==> src/rtl/dp_pkg.sv <==
// Shared definitions for the parametrised accumulator datapath:
// A-source select encodings, default widths and a width sanity check.
package dp_pkg;

    localparam int DATA_W_DEF = 8;
    localparam int ADDR_W_DEF = 5;
    localparam int OP_W_DEF   = 3;

    // Source selected into the accumulator when Aload is asserted
    typedef enum logic [1:0] {
        ASEL_ALU = 2'b00,   // add/sub result (optionally saturated)
        ASEL_IN  = 2'b01,   // external operand
        ASEL_MEM = 2'b10,   // registered RAM read data
        ASEL_SHR = 2'b11    // arithmetic shift right by one
    } asel_e;

    // The instruction word must hold an opcode field above an address field
    function automatic bit widths_ok(input int data_w, input int op_w, input int addr_w);
        return (op_w > 0) && (addr_w > 0) && (data_w >= op_w + addr_w);
    endfunction

endpackage

==> src/rtl/dp_ram.sv <==
// Single-port RAM, DATA_W x 2**ADDR_W, synchronous read-first.
// A write cycle leaves the read register holding its previous value and
// clears the read-valid strobe; the array itself is never reset.
module dp_ram #(
    parameter int DATA_W = 8,
    parameter int ADDR_W = 5
) (
    input  logic              clk_i,
    input  logic              rst_i,
    input  logic              we_i,
    input  logic [ADDR_W-1:0] addr_i,
    input  logic [DATA_W-1:0] wdata_i,
    output logic [DATA_W-1:0] rdata_o,
    output logic              rd_valid_o
);

    localparam int DEPTH = 2 ** ADDR_W;

    logic [DATA_W-1:0] mem [DEPTH];
    logic [DATA_W-1:0] rdata_q;
    logic              rd_valid_q;

    // Read/write port; the reset branch only clears the read side, and keeping
    // the write inside the else arm is what suppresses writes during reset.
    always_ff @(posedge clk_i or posedge rst_i) begin
        if (rst_i) begin
            rdata_q    <= '0;
            rd_valid_q <= 1'b0;
        end else begin
            rd_valid_q <= ~we_i;
            if (we_i) begin
                mem[addr_i] <= wdata_i;
            end else begin
                rdata_q <= mem[addr_i];
            end
        end
    end

    assign rdata_o    = rdata_q;
    assign rd_valid_o = rd_valid_q;

endmodule

==> src/rtl/accum_datapath_p.sv <==
// Parametrised accumulator datapath: PC, IR, accumulator A, single-port RAM,
// add/sub ALU with registered signed-overflow flag, and A status flags.
// Sequenced cycle-by-cycle by an external control FSM.
// Optional build macro DATAPATH_SAT_EN: clamp ALU results on signed overflow
// instead of wrapping (Ovf is reported the same way in both builds).
module accum_datapath_p
    import dp_pkg::*;
#(
    parameter int DATA_W = DATA_W_DEF,
    parameter int ADDR_W = ADDR_W_DEF,
    parameter int OP_W   = OP_W_DEF
) (
    input  logic              Clock,
    input  logic              Reset,
    input  logic              PCload,
    input  logic              JMPmux,
    input  logic              IRload,
    input  logic              Meminst,
    input  logic              MemWr,
    input  logic              Aload,
    input  logic              Sub,
    input  logic [1:0]        Asel,
    input  logic [DATA_W-1:0] data_in,
    output logic              Aeq0,
    output logic              Apos,
    output logic              Ovf,
    output logic [OP_W-1:0]   IR,
    output logic [ADDR_W-1:0] pc_out,
    output logic              rd_valid,
    output logic [DATA_W-1:0] data_out
);

    localparam int MSB = DATA_W - 1;
    localparam logic [DATA_W-1:0] POS_MAX = {1'b0, {(DATA_W-1){1'b1}}};
    localparam logic [DATA_W-1:0] NEG_MIN = {1'b1, {(DATA_W-1){1'b0}}};

    // Refuse to elaborate an instruction word too narrow for opcode + address
    if (!widths_ok(DATA_W, OP_W, ADDR_W)) begin : g_bad_widths
        $error("accum_datapath_p: DATA_W must be >= OP_W + ADDR_W");
    end

    logic [ADDR_W-1:0] pc_q,  pc_d;
    logic [DATA_W-1:0] ir_q,  ir_d;
    logic [DATA_W-1:0] a_q,   a_d;
    logic              ovf_q, ovf_d;

    logic [DATA_W-1:0] mem_q;
    logic [ADDR_W-1:0] mem_addr;
    logic [ADDR_W-1:0] ir_addr;

    logic [DATA_W-1:0] alu_b;
    logic [DATA_W-1:0] alu_wrap;
    logic [DATA_W-1:0] alu_res;
    logic              alu_ovf;
    asel_e             asel;

    assign ir_addr  = ir_q[ADDR_W-1:0];
    assign mem_addr = Meminst ? pc_q : ir_addr;
    assign asel     = asel_e'(Asel);

    dp_ram #(
        .DATA_W (DATA_W),
        .ADDR_W (ADDR_W)
    ) u_ram (
        .clk_i      (Clock),
        .rst_i      (Reset),
        .we_i       (MemWr),
        .addr_i     (mem_addr),
        .wdata_i    (a_q),
        .rdata_o    (mem_q),
        .rd_valid_o (rd_valid)
    );

    // ALU: subtract as A + ~mem_q + 1; overflow when the result sign disagrees
    // with the sign the operands force (same signs for add, opposite for sub).
    always_comb begin
        alu_b    = Sub ? ~mem_q : mem_q;
        alu_wrap = a_q + alu_b + {{(DATA_W-1){1'b0}}, Sub};
        alu_ovf  = (a_q[MSB] == alu_b[MSB]) && (alu_wrap[MSB] != a_q[MSB]);
`ifdef DATAPATH_SAT_EN
        // Overflow direction follows A's sign: non-negative A can only overflow upward
        if (alu_ovf) begin
            alu_res = a_q[MSB] ? NEG_MIN : POS_MAX;
        end else begin
            alu_res = alu_wrap;
        end
`else
        alu_res = alu_wrap;
`endif
    end

    // Accumulator source mux; Ovf only tracks ALU loads
    always_comb begin
        a_d   = a_q;
        ovf_d = ovf_q;
        if (Aload) begin
            case (asel)
                ASEL_ALU: begin
                    a_d   = alu_res;
                    ovf_d = alu_ovf;
                end
                ASEL_IN:  a_d = data_in;
                ASEL_MEM: a_d = mem_q;
                ASEL_SHR: a_d = {a_q[MSB], a_q[MSB:1]};
                default:  a_d = a_q;
            endcase
        end
    end

    // PC jump target comes from the IR held before this edge; increment wraps
    always_comb begin
        pc_d = pc_q;
        if (PCload) begin
            pc_d = JMPmux ? ir_addr : pc_q + {{(ADDR_W-1){1'b0}}, 1'b1};
        end
    end

    // IR captures the whole RAM word
    always_comb begin
        ir_d = IRload ? mem_q : ir_q;
    end

    // Architectural registers
    always_ff @(posedge Clock or posedge Reset) begin
        if (Reset) begin
            pc_q  <= '0;
            ir_q  <= '0;
            a_q   <= '0;
            ovf_q <= 1'b0;
        end else begin
            pc_q  <= pc_d;
            ir_q  <= ir_d;
            a_q   <= a_d;
            ovf_q <= ovf_d;
        end
    end

    assign Aeq0     = (a_q == '0);
    assign Apos     = ~a_q[MSB];
    assign Ovf      = ovf_q;
    assign IR       = ir_q[DATA_W-1 -: OP_W];
    assign pc_out   = pc_q;
    assign data_out = a_q;

endmodule

==> config.mk <==
export PLATFORM = sky130hd
export DESIGN_NAME = accum_datapath_p
export DESIGN_NICKNAME = d
export VERILOG_FILES = /design/src/rtl/dp_pkg.sv /design/src/rtl/dp_ram.sv /design/src/rtl/accum_datapath_p.sv
export SDC_FILE = /design/constraint.sdc
export NUM_CORES = 1
export LEC_CHECK = 0
export ABC_AREA = 1
export ABC_CLOCK_PERIOD_IN_PS = 1900
export CORE_ASPECT_RATIO = 0.8
export CORE_MARGIN = 8
export CORE_UTILIZATION = 47
export DETAILED_ROUTE_END_ITERATION = 6
export GPL_ROUTABILITY_DRIVEN = 0
export PLACE_DENSITY_LB_ADDON = 0.15
export RECOVER_POWER = 50
export SLEW_MARGIN = 40
export SYNTH_ARGS = -nofsm -noshare
export SYNTH_HDL_FRONTEND = slang
export SYNTH_SLANG_ARGS = --single-unit
==> constraint.sdc <==
create_clock -name Clock -period 1.9 [get_ports Clock]
set_input_delay 0.19 -clock Clock [delete_from_list [all_inputs] [get_ports Clock]]
set_output_delay 0.19 -clock Clock [all_outputs]
set_load 0.01 [all_outputs]
==> flow_metrics.env, run 1 <==
export IMPL_status="complete, but fails checks"
export IMPL_violations="design-rule violations"
export IMPL_crit_start="data_out[2]"
export IMPL_finalCritPeriodShare_pct=97.7
export IMPL_hold_viol=0
export IMPL_startpoint_type="register"
export IMPL_crit_family="buffers and inverters"
export IMPL_yosysWarningCount=0
export IMPL_chipWidth_um=201
export IMPL_crit_path_end="data_out[2]"
export IMPL_pin_count=39
export IMPL_grt_overflow_total=0
export IMPL_cp_slowest_cell="clkdlybuf4s50_1"
export IMPL_worstPathMaxFanout=3
export IMPL_rsz0062_at_grt="true"
export IMPL_dp_hpwl_um=24200
export IMPL_power_density_mw_per_mm2=1320
export IMPL_crit_path_end_kind="primary output"
export IMPL_ir_drop_v=0.000771
export IMPL_r2r_setup_slack_ps=50
export IMPL_finalClockSkew_ps=14.1
export IMPL_setup_viol=0
export IMPL_dr_pass1_iters=7
export IMPL_post_route_min_period_ps=1860
export IMPL_clock_path_buffers=3
export IMPL_synth_edf_count=256
export IMPL_multiInputGateArea_mm2=0.00438
export IMPL_power_leakage_nw=6.94
export IMPL_arrival_ps=1670
export IMPL_routed_wl_um=36200
export IMPL_drv_slew=0
export IMPL_cpPeakStageDelay_ps=550
export IMPL_core_area_mm2=0.0272
export IMPL_slew_headroom_pct=51.1
export IMPL_worst_pin_slew_ps=733
export IMPL_total_power_mw=21.6
export IMPL_yosysSeqAreaShare_pct=65.4
export IMPL_rows=54
export IMPL_numCtsBuffers=29
export IMPL_grt_pass1_vias=9440
export IMPL_synth_cells=1321
export IMPL_cts_root_buf="clkbuf_16"
export IMPL_dp_cells=1807
export IMPL_finalNonFillerCells=1870
export IMPL_grt_pass1_wl_um=55600
export IMPL_grt_util_all_layers_pct=21.6
export IMPL_ys_types=37
export IMPL_drv_cap=0
export IMPL_syn_num_nets=1348
export IMPL_worstReg2RegEnd="data_out[6]"
export IMPL_cp_num_cells=2
export IMPL_cts_sinks=287
export IMPL_path_class="register to primary output"
export IMPL_ant_nets=0
export IMPL_nNetsFinal=1509
export IMPL_clock_latency_ps=560
export IMPL_syn_mean_instance_area_um2=9.79
export IMPL_clk_pin_slew_ps=70
export IMPL_wl_per_cell_um=19.3
export IMPL_cts_tree="done"
export IMPL_port_buffer_count=38
export IMPL_dieArea_mm2=0.0331
export IMPL_syn_area_mm2=0.0129
export IMPL_whs_ps=160
export IMPL_drt_vias_per_instance=5.27
export IMPL_synthFlopType="edfxtp_1"
export IMPL_final_layout_size_suffix_gt1_share_pct=20.9
export IMPL_hp_class="input port to asynchronous set/reset pin"
export IMPL_post_route_util_pct=60.5
export IMPL_reg2reg_from="u_ram.rdata_o[0]"
export IMPL_max_freq_ghz=0.539
export IMPL_htreeDepth=1
export IMPL_register_area_mm2=0.00847
export IMPL_crit_required_ps=1710
export IMPL_drc_errors=2
export IMPL_worst_path_buf_inv=2
export IMPL_worstRegToRegCells=11
export IMPL_synth_seq_cells=287
export IMPL_fill_cells=2290
export IMPL_drtIter0Drc=782
export IMPL_initial_core_util_pct=47.6
export IMPL_grt_max_degree=49
export IMPL_synthArstFlopShare_pct=10.8
export IMPL_fp_dieH_um=164
export IMPL_antenna_found_initial=1
export IMPL_crit_chain="buf_4 -> clkdlybuf4s50_1"
export IMPL_vias=9857
export IMPL_areaGrowthSynthToFinish_pct=27.1
stage by stage:
step	area [µm²]	setup TNS, ps	worst slack [ps]
after floorplan	13200	-15930	-120
after global placement	15100	-106230	-519
after detailed placement	15100	-108390	-532
after CTS	16100	0	0.298
after global routing	16400	-210	-42.5
final	16400	0	44.6
cell families after synthesis:
kind of cell    count (synthesis)  share of synthesized area [%]
simple gates                  831                           25.9
flops                         287                           65.4
buf+inv                       124                           4.34
compound gates                 59                           2.71
xor+xnor                       10                          0.677
fa+ha+maj                       8                          0.832
mux                             2                          0.174
where the power goes:
part / internal, mW / leakage [nW] / switching (mW)
Clock: 3.26 / 0.462 / 2.40
Combinational: 2.99 / 3.82 / 4.89
Sequential: 7.77 / 2.66 / 0.329
Total: 14.0 / 6.94 / 7.62
worst register-to-register path, cell delays in order, from the launching register on:
cell and delay [ps]:
dfrtp_1 430, nand2_2 110, o21ai_2 50, buf_4 140, fa_2 400, nand3_2 100, nand2_4 70, a31oi_4 190
inv_2 60, nand2_2 60, nand3_2 70, a21oi_2 110
state kept, by name, indices dropped and copies added, names as in the netlist:
| register | cells |
|---|---|
| Ovf | 1 |
| data_out | 8 |
| ir_q | 8 |
| pc_out | 5 |
| u_ram.mem | 256 |
| u_ram.rd_valid_o | 1 |
| u_ram.rdata_o | 8 |
synth_stat cells (all sizes together) (2+ instances only):
| cell | count | share of area (%) |
|---|---|---|
| ha | 7 | 0.68 |
| dfrtp | 31 | 6.0 |
| a211oi | 2 | 0.12 |
| or2 | 5 | 0.24 |
| nand2 | 638 | 19 |
| o22ai | 2 | 0.097 |
| mux2 | 2 | 0.17 |
| nand3 | 111 | 4.3 |
| a22oi | 3 | 0.17 |
| o21ai | 28 | 1.2 |
| a31oi | 3 | 0.15 |
| clkbuf | 20 | 0.58 |
| edfxtp | 256 | 59 |
| inv | 68 | 2.0 |
| buf | 36 | 1.8 |
| a21oi | 16 | 0.68 |
| nand4 | 4 | 0.19 |
| nor2 | 65 | 1.9 |
| nor3 | 8 | 0.63 |
| xor2 | 9 | 0.61 |
area by class of cell:
class / count / area share [%]
diodes: 1 / 0.0152
flip-flops and latches: 287 / 51.5
multi-input cells: 910 / 26.7
clock inverters: 17 / 1.03
well taps: 364 / 2.77
repair buffers: 186 / 11.8
inverters: 68 / 1.58
clock buffers: 37 / 4.66
layer usage:
layer	share of wire (%)	vias to the layer above	GRT usage [%]	wire length, µm
met2	44	396	32.9	16000
met1	47	4717	32.5	16900
li1	-	4691	-	-
met5	0	-	0	0
met4	1.8	0	5.20	648
met3	7.3	53	2.98	2640
how the worst min path moves through the flow:
stage | slack, ps | endpoint | cells after the start
finish | 160 | u_ram.rd_valid_o | 2
floorplan | 290 | Ovf | 1
global route | 240 | u_ram.rd_valid_o | 2
global placement | 500 | ir_q[6] | 1
CTS | 50 | u_ram.rd_valid_o | 2
detailed placement | 500 | Ovf | 2
placed cells by master (no fill, tap or decap), types with 8 or more instances in the layout:
master           count
inv_2                9
nor2_2              15
o21ai_0             19
nand3_1            104
buf_12              30
nand2_2             28
a21oi_1             12
edfxtp_1           256
dfrtp_1             24
nor2_1              24
clkdlybuf4s50_1     26
inv_1               58
nand2_1            604
clkbuf_16           30
xor2_1               8
buf_4              104
nor2_4              26
clkbuf_1            11
what timing repair did:
action | 4_1_cts | 5_1_grt
pin swaps | 1 | 28
endpoints found under the hold margin | 0 | 0
hold buffers | 0 | 0
gates resized for setup | 24 | 88
setup buffers | 1 | 6
cloned | 0 | 1
setup endpoints to repair | 28 | 219
(Power assumes the default switching activity.)
==> run 2, diff against run 1 <==
Settings changed: SYNTH_HIERARCHICAL set to 1.
==> run 2 against run 1 <==
The flow finishes with violations (negative setup slack). Clock skew grew 5.5 ps. Clock power grew 4.2%. Worst setup slack lost 120 ps. Fmax shrank 5.9%. Critical path depth grew 13. Synthesized cell count shrank 2.2%. Sequential power shrank 0.9%. Count of clock-buffer cells in the layout shrank 1. Critical path type is now register to register. Critical endpoint is now u_ram/rdata_o[1]. Highest routed layer is now met5.
==> flow_metrics.env, run 2 <==
export IMPL_slew_headroom_pct=29.4
export IMPL_ys_types=39
export IMPL_power_density_mw_per_mm2=1280
export IMPL_worstRegToRegCells=15
export IMPL_whs_ps=150
export IMPL_htreeDepth=1
export IMPL_layout_commonest_cell="nand2_1"
export IMPL_numCtsBuffers=30
export IMPL_synthTopCellsByArea="edfxtp_1 (60%), nand2_1 (20%), dfrtp_1 (6.1%)"
export IMPL_cp_common_cell="nand2_1"
export IMPL_routed_wl_um=34800
export IMPL_areaGrowthSynthToFinish_pct=32.9
export IMPL_drtIter0Drc=707
export IMPL_max_freq_ghz=0.507
export IMPL_startpoint_type="register"
export IMPL_nNetsFinal=1505
export IMPL_worst_path_buf_inv=5
export IMPL_drv_cap=0
export IMPL_largest_register_ffs=256
export IMPL_worstReg2RegEnd="u_ram/rdata_o[1]"
export IMPL_grt_max_degree=34
export IMPL_post_route_util_pct=62.9
export IMPL_power_leakage_nw=7.02
export IMPL_cts_sinks=287
export IMPL_grt_pass1_vias=9197
export IMPL_dieArea_mm2=0.0327
export IMPL_setup_ws_ps=-72.3
export IMPL_drv_slew=0
export IMPL_setup_tns_final_ps=-2190
export IMPL_chipWidth_um=200
export IMPL_antennaDiodeCount=0
export IMPL_wl_per_cell_um=18.7
export IMPL_cpPeakStageDelay_ps=340
export IMPL_final_cell_mix="nand2_1 (609), edfxtp_1 (256), buf_4 (73)"
export IMPL_finalCritPeriodShare_pct=104
export IMPL_clock_latency_ps=560
export IMPL_r2r_setup_slack_ps=-70
export IMPL_total_power_mw=21.7
export IMPL_antenna_found_initial=1
export IMPL_syn_mean_instance_area_um2=9.87
export IMPL_crit_path_end_kind="register"
export IMPL_vias=9494
export IMPL_synth_top_area_share_pct=60.3
export IMPL_yosysWarningCount=6
export IMPL_ant_nets=0
export IMPL_dp_hpwl_um=21200
export IMPL_clock_path_buffers=3
export IMPL_rows=54
export IMPL_yosys_top_cells_count="nand2_1 (685), edfxtp_1 (256), nor2_1 (66)"
export IMPL_worstPathMaxFanout=8
export IMPL_top_register="u_ram/mem"
export IMPL_setup_viol=72
export IMPL_cp_slowest_cell="dfrtp_1"
export IMPL_cts_tree="done"
export IMPL_grt_util_all_layers_pct=20.9
export IMPL_reg2reg_from="ir_q[0]"
export IMPL_crit_chain="inv_2 -> o21ai_4 -> clkinv_4 -> buf_12 -> buf_16 -> nand2_4 -> nand2_2 -> nand2_1 -> nand2_1 -> nand2_1 -> nand2_2 -> nor2_4 -> nand3_2 -> nand2_1 -> inv_1"
export IMPL_cts_root_buf="clkbuf_16"
export IMPL_crit_required_ps=2340
export IMPL_final_layout_size_suffix_gt1_share_pct=25.7
export IMPL_crit_family="simple AND/OR/NAND/NOR gates"
export IMPL_yosysSeqAreaShare_pct=66.3
export IMPL_syn_num_nets=1319
export IMPL_fp_dieH_um=163
export IMPL_pin_count=39
export IMPL_core_area_mm2=0.0270
export IMPL_synthArstFlopShare_pct=10.8
export IMPL_finalClockSkew_ps=19.6
export IMPL_grt_pass1_wl_um=53400
export IMPL_initial_core_util_pct=47.3
export IMPL_synthFlopType="edfxtp_1"
export IMPL_dr_pass1_iters=5
export IMPL_arrival_ps=2420
export IMPL_grt_overflow_total=0
export IMPL_violations="negative setup slack"
export IMPL_hold_viol=0
export IMPL_synth_cells=1292
export IMPL_port_buffer_count=38
export IMPL_synth_seq_cells=287
export IMPL_post_route_min_period_ps=1970
export IMPL_synth_largest_area_cell="edfxtp_1"
export IMPL_yosysMostFrequentCell="nand2_1"
export IMPL_synth_edf_count=256
export IMPL_status="complete, but fails checks"
export IMPL_cp_num_cells=15
export IMPL_drc_errors=0
export IMPL_rsz0062_at_grt="true"
export IMPL_path_class="register to register"
export IMPL_worst_pin_slew_ps=1060
export IMPL_hp_class="input port to asynchronous set/reset pin"
export IMPL_fill_cells=2135
export IMPL_syn_area_mm2=0.0128
export IMPL_clk_pin_slew_ps=60
export IMPL_ir_drop_v=0.000927
export IMPL_drt_vias_per_instance=5.09
[run 2: cell count changes in the layout (fill, tap and decap cells not counted), sizes merged, moves of 5 or more]
cell | previous run | this run
o21ai | 28 | 23
buf | 142 | 147
dlymetal6s2s | 7 | 2
nor2 | 65 | 70
inv | 70 | 56
clkbuf | 44 | 55
nand3 | 111 | 38
or2 | 5 | 10
nand2 | 638 | 693
[run 2: area by class of cell]
cell class | instances | area, µm² | share of cell area (%)
Sequential cell | 287 | 8460 | 49.9
Multi-Input combinational cell | 894 | 4450 | 26.3
Timing Repair Buffer | 205 | 2350 | 13.9
Clock buffer | 36 | 795 | 4.69
Tap cell | 364 | 455 | 2.69
Inverter | 60 | 245 | 1.45
Clock inverter | 18 | 191 | 1.13
[run 2: power breakdown]
| part | switching, mW | total (mW) | leakage [nW] | internal (mW) |
|---|---|---|---|---|
| sequential | 0.283 | 8.03 | 2.67 | 7.75 |
| clock | 2.40 | 5.90 | 0.478 | 3.50 |
| combinational | 4.70 | 7.78 | 3.88 | 3.08 |
[run 2: what timing repair did]
| item | CTS | global route |
|---|---|---|
| hold buffers | 1 | 0 |
| buffers inserted | 13 | 23 |
| pin swaps | 14 | 80 |
| endpoints found under the hold margin | 6 | 0 |
| cloned | 8 | 2 |
| gates resized for setup | 97 | 135 |
| endpoints found under the setup margin | 248 | 238 |
[run 2: worst max-delay path by stage]
stage          slack [ps]       from          endpoint
3_3_place_gp         -550    Meminst   u_ram/mem[8][4]
3_5_place_dp         -570    Meminst   u_ram/mem[8][5]
2_1_floorplan         -80  pc_out[2]  u_ram/mem[12][0]
4_1_cts               -60    ir_q[0]  u_ram/rdata_o[4]
5_1_grt              -230    ir_q[0]  u_ram/rdata_o[4]
6_report              -70    ir_q[0]  u_ram/rdata_o[1]
[run 2: per-layer routing]
metal	up-vias	GRT usage [%]	wire length [µm]
met2	293	32.9	16100
met4	2	4.47	648
met3	51	2.64	2130
met1	4567	30.9	16000
li1	4581	-	-
met5	-	0	10
[run 2: cells by family (layout without fill, tap and decap cells)]
family                   after synthesis  count (layout)  synth area share, %
AND/OR/NAND/NOR                      823             823                 25.6
XOR/XNOR                              11              11                0.755
buffers and inverters                111             319                 4.07
flip-flops                           287             287                 66.3
AO/OA/AOI/OAI                         49              49                 2.14
adder cells (fa/ha/maj)                8               8                0.843
multiplexers                           3               3                0.255
[run 2: metrics by stage]
| step | std cells | setup WS, ps | cell area [µm²] |
|---|---|---|---|
| 2_1_floorplan | 1292 | -77.0 | 12900 |
| 3_3_place_gp | 1768 | -552 | 14900 |
| 3_5_place_dp | 1768 | -569 | 14900 |
| 4_1_cts | 1844 | -61.5 | 16500 |
| 5_1_grt | 1864 | -230 | 16900 |
| 6_report | 1864 | -72.3 | 16900 |
==> RTL change 1 (config.mk and constraints of run 1) <==
Build with the macro `DATAPATH_SAT_EN` defined.
--- a/src/rtl/accum_datapath_p.sv
+++ b/src/rtl/accum_datapath_p.sv
@@ -3,6 +3,8 @@
 // Sequenced cycle-by-cycle by an external control FSM.
 // Optional build macro DATAPATH_SAT_EN: clamp ALU results on signed overflow
 // instead of wrapping (Ovf is reported the same way in both builds).
+`define DATAPATH_SAT_EN
+
 module accum_datapath_p
     import dp_pkg::*;
 #(
Formal check against the unedited RTL: not equivalent (a bounded check fails within 10 cycles, from zero or initial values and one cycle with Reset high).
==> RTL change 1 against run 1 <==
The run ends with negative setup slack left; first-iteration DRC count up 43%; sequential cell count unchanged; synthesized area up 1.1%; routed wire length down 0.24%; total power down 0.65%; setup slack worse by 0.099 ns; synthesized cell count up 1.7%; highest routed layer unchanged; non-clock buffer count down 4; critical path type unchanged; combinational power down 4.2%; final area up 0.55%; critical path depth up 2; largest cell class unchanged.
==> RTL change 1: results (changes against run 1) <==
clock buffer count=34 (-8.1%); register area share after synthesis=0.6473 (-0.006824); Worst Hold Class=in2reg; Worst path max stage delay=0.51 ns (-0.04 ns); DP Area=14950 um^2 (-0.97%); P&R area growth vs syn=26.46%; Synth Area in XOR/XNOR=0.008039 (+0.001269); worst setup margin=-0.05435 ns (-0.09899 ns); top cells by area, synth=edfxtp_1, nand2_1, dfrtp_1; multi-input gates=936 (+2.9%); All-Layer GR Usage=0.2061 (-0.01011); Setup crit end=Aeq0; violated checks=negative setup slack; Signal buffers=182 (-2.2%); Clock-cell share=0.05941 (+0.002490); TritonCTS Buffers=28 (-3.4%); launch point of the worst path=data_out[4]$_DFFE_PP0P_; Slowest-stage cell, CP=dfrtp_4; static leakage=0.007060 uW (+1.8%); Post-Route Hold Slack=0.3133 ns (+0.1529 ns); cts repair resizes=39 (+63%); status=complete, but fails checks; layout cells sized above 1=0.1797 (-0.02891); Vias/cell=5.239 (-0.60%); setup violators final=72 (+72); Met2 Wirelength=16520 um (+3.4%); Worst VDD drop=0.0007589 V (-1.6%); Worst Path Arrival=1.76 ns (+0.09 ns); DRT Pass-1 Iters=5 (-2); worst flop-to-flop path startpoint=u_ram.rdata_o[4]$_DFFE_PP0N_
## RTL change 1: cell count changes in the layout (fill, tap and decap cells not counted), sizes merged, moves of 4 or more
cell and delta:
nand2 +29, nand3 +6, a221oi +5, o21ai -10, inv -8, buf -27
clkbuf +17, dlygate4sd2 +4
## RTL change 1: logic make-up after synthesis
family	count (synthesis)
compound gates	48
simple gates	865
mux	2
flops	287
fa+ha+maj	8
xor+xnor	12
buf+inv	121
## RTL change 1: power groups by stage
| stage | combinational, uW | clock [uW] | sequential (uW) |
|---|---|---|---|
| finish | 7540 | 5960 | 7990 |
| global route | 8180 | 6240 | 8030 |
| CTS | 7210 | 6020 | 7980 |
| detailed placement | 6570 | 0 | 8080 |
| global placement | 6550 | 0 | 8080 |
| floorplan | 3410 | 0 | 8340 |
## RTL change 1: worst max-delay path, delay by kind of cell, from the launching register on
kind	cells	cell delay (ns)
buf+inv	1	0.16
flops	1	0.51
simple gates	3	0.55
==> RTL change 2 (flow settings as in run 1) <==
Made on the original files. Put a register stage on the outputs `Aeq0`, `Apos` and `IR`, without a reset. The values now appear one clock later. The other outputs are not delayed to match.
--- a/src/rtl/accum_datapath_p.sv
+++ b/src/rtl/accum_datapath_p.sv
@@ -135,10 +135,12 @@
         end
     end
 
-    assign Aeq0     = (a_q == '0);
-    assign Apos     = ~a_q[MSB];
     assign Ovf      = ovf_q;
-    assign IR       = ir_q[DATA_W-1 -: OP_W];
+    always_ff @(posedge Clock) begin
+        Aeq0 <= (a_q == '0);
+        Apos <= ~a_q[MSB];
+        IR   <= ir_q[DATA_W-1 -: OP_W];
+    end
     assign pc_out   = pc_q;
     assign data_out = a_q;
 
Formal check against the unedited RTL: not equivalent (Yosys sat finds a counterexample within 4 cycles, from zero or initial values and one cycle with Reset high).
==> RTL change 2 against run 1 <==
Total power rose by 0.25%; critical endpoint is now data_out[1]; count of clock-buffer cells in the layout did not move; non-clock buffer count fell by 10; sequential cell count grew 5; setup slack worse by 0.0014 ns; routed wire length up 1.9%; final area is 0.18% lower; clock skew down 0.0028 ns; clock power increased by 0.7%; via count down 0.70%; synthesized area rose by 0.74%.
==> RTL change 2: results (changes against run 1) <==
antenna violations before repair=0 (-1); Met2 Wirelength=17180 um (+7.5%); top cells by area, synth=edfxtp_1, nand2_1, dfrtp_1; # fillers=2332 (+1.8%); Worst-Margin Slew=1.135 ns (+0.4019 ns); register area share after synthesis=0.6571 (+0.002907); status=completed; DP HPWL=23180 um (-4.3%); Post-Route Hold Slack=0.3432 ns (+0.1828 ns); All-Layer GR Usage=0.2111 (-0.005140); count of unique library cells instantiated by Yosys=39 (+5.4%); worst flop-to-flop path startpoint=pc_out[0]$_DFFE_PP0P_; launch point of the worst path=data_out[1]$_DFFE_PP0P_; DP Area=14980 um^2 (-0.74%); crit path time final=1.857 ns (+0.001410 ns); Max FO, Critical Path=13 (+10); ys async rst share=0.1062 (-0.001850); Final nets=1500 (-0.60%); pin count of the biggest net entering global routing=40 (-18%); DP Worst Slack=-0.4988 ns (+0.03336 ns); Worst Hold Class=in2reg; first-pass GRT wire length=53990 um (-2.8%); routed vias=9788 (-0.70%); syn_nets=1346 (-0.15%); layout cells sized above 1=0.1766 (-0.03205); wire length on met1=16350 um (-3.3%); static leakage=0.006862 uW (-1.1%); WL per Instance=19.83 um (+2.5%)
## RTL change 2: power by group
part           internal (uW)  leakage, uW  switching, uW  total [uW]
clock                   3340     0.000459           2360        5700
sequential              7910      0.00269            325        8230
combinational           2890      0.00371           4870        7760
total                  14100      0.00686           7560       21700
## RTL change 2: through the flow
step,TNS [ns],std cells
after floorplan,-28.16,1319
after global placement,-110.58,1780
after detailed placement,-114.02,1780
after CTS,0,1838
after global routing,-0.1696,1859
final,0,1859
## RTL change 2: what timing repair did
action | CTS | global route
buffers inserted | 2 | 13
resized for setup | 22 | 38
endpoints found under the setup margin | 38 | 240
pin swaps | 3 | 36
cloned | 3 | 8
hold buffers | 0 | 0
hold endpoints to repair | 0 | 0
## RTL change 2: final cells by class
class	instances	share of cell area
flip-flops and latches	292	0.5220
multi-input cells	903	0.2619
repair buffers	176	0.1146
clock buffers	37	0.04604
well taps	364	0.02775
inverters	71	0.01685
clock inverters	16	0.01082
## RTL change 2: cell families after synthesis
group / after synthesis / share of synthesized area
buffers and inverters: 124 / 0.04013
DFF: 292 / 0.6571
xor gates and xnor gates: 10 / 0.006721
muxes: 1 / 0.0008640
and+or+nand+nor: 822 / 0.2566
AOI/OAI and AO/OA: 62 / 0.03034
adders and majority gates: 8 / 0.008256
## RTL change 2: final timing paths
path                       cells after the start                      endpoint
max                                            2                   data_out[1]
min                                            2           ir_q[1]$_DFFE_PP0P_
max reg2reg                                   14  u_ram.rdata_o[4]$_DFFE_PP0N_
min reg2reg                                    0                 IR[2]$_DFF_P_
max in group asynchronous                      3       data_out[0]$_DFFE_PP0P_
min in group asynchronous                      3       data_out[4]$_DFFE_PP0P_
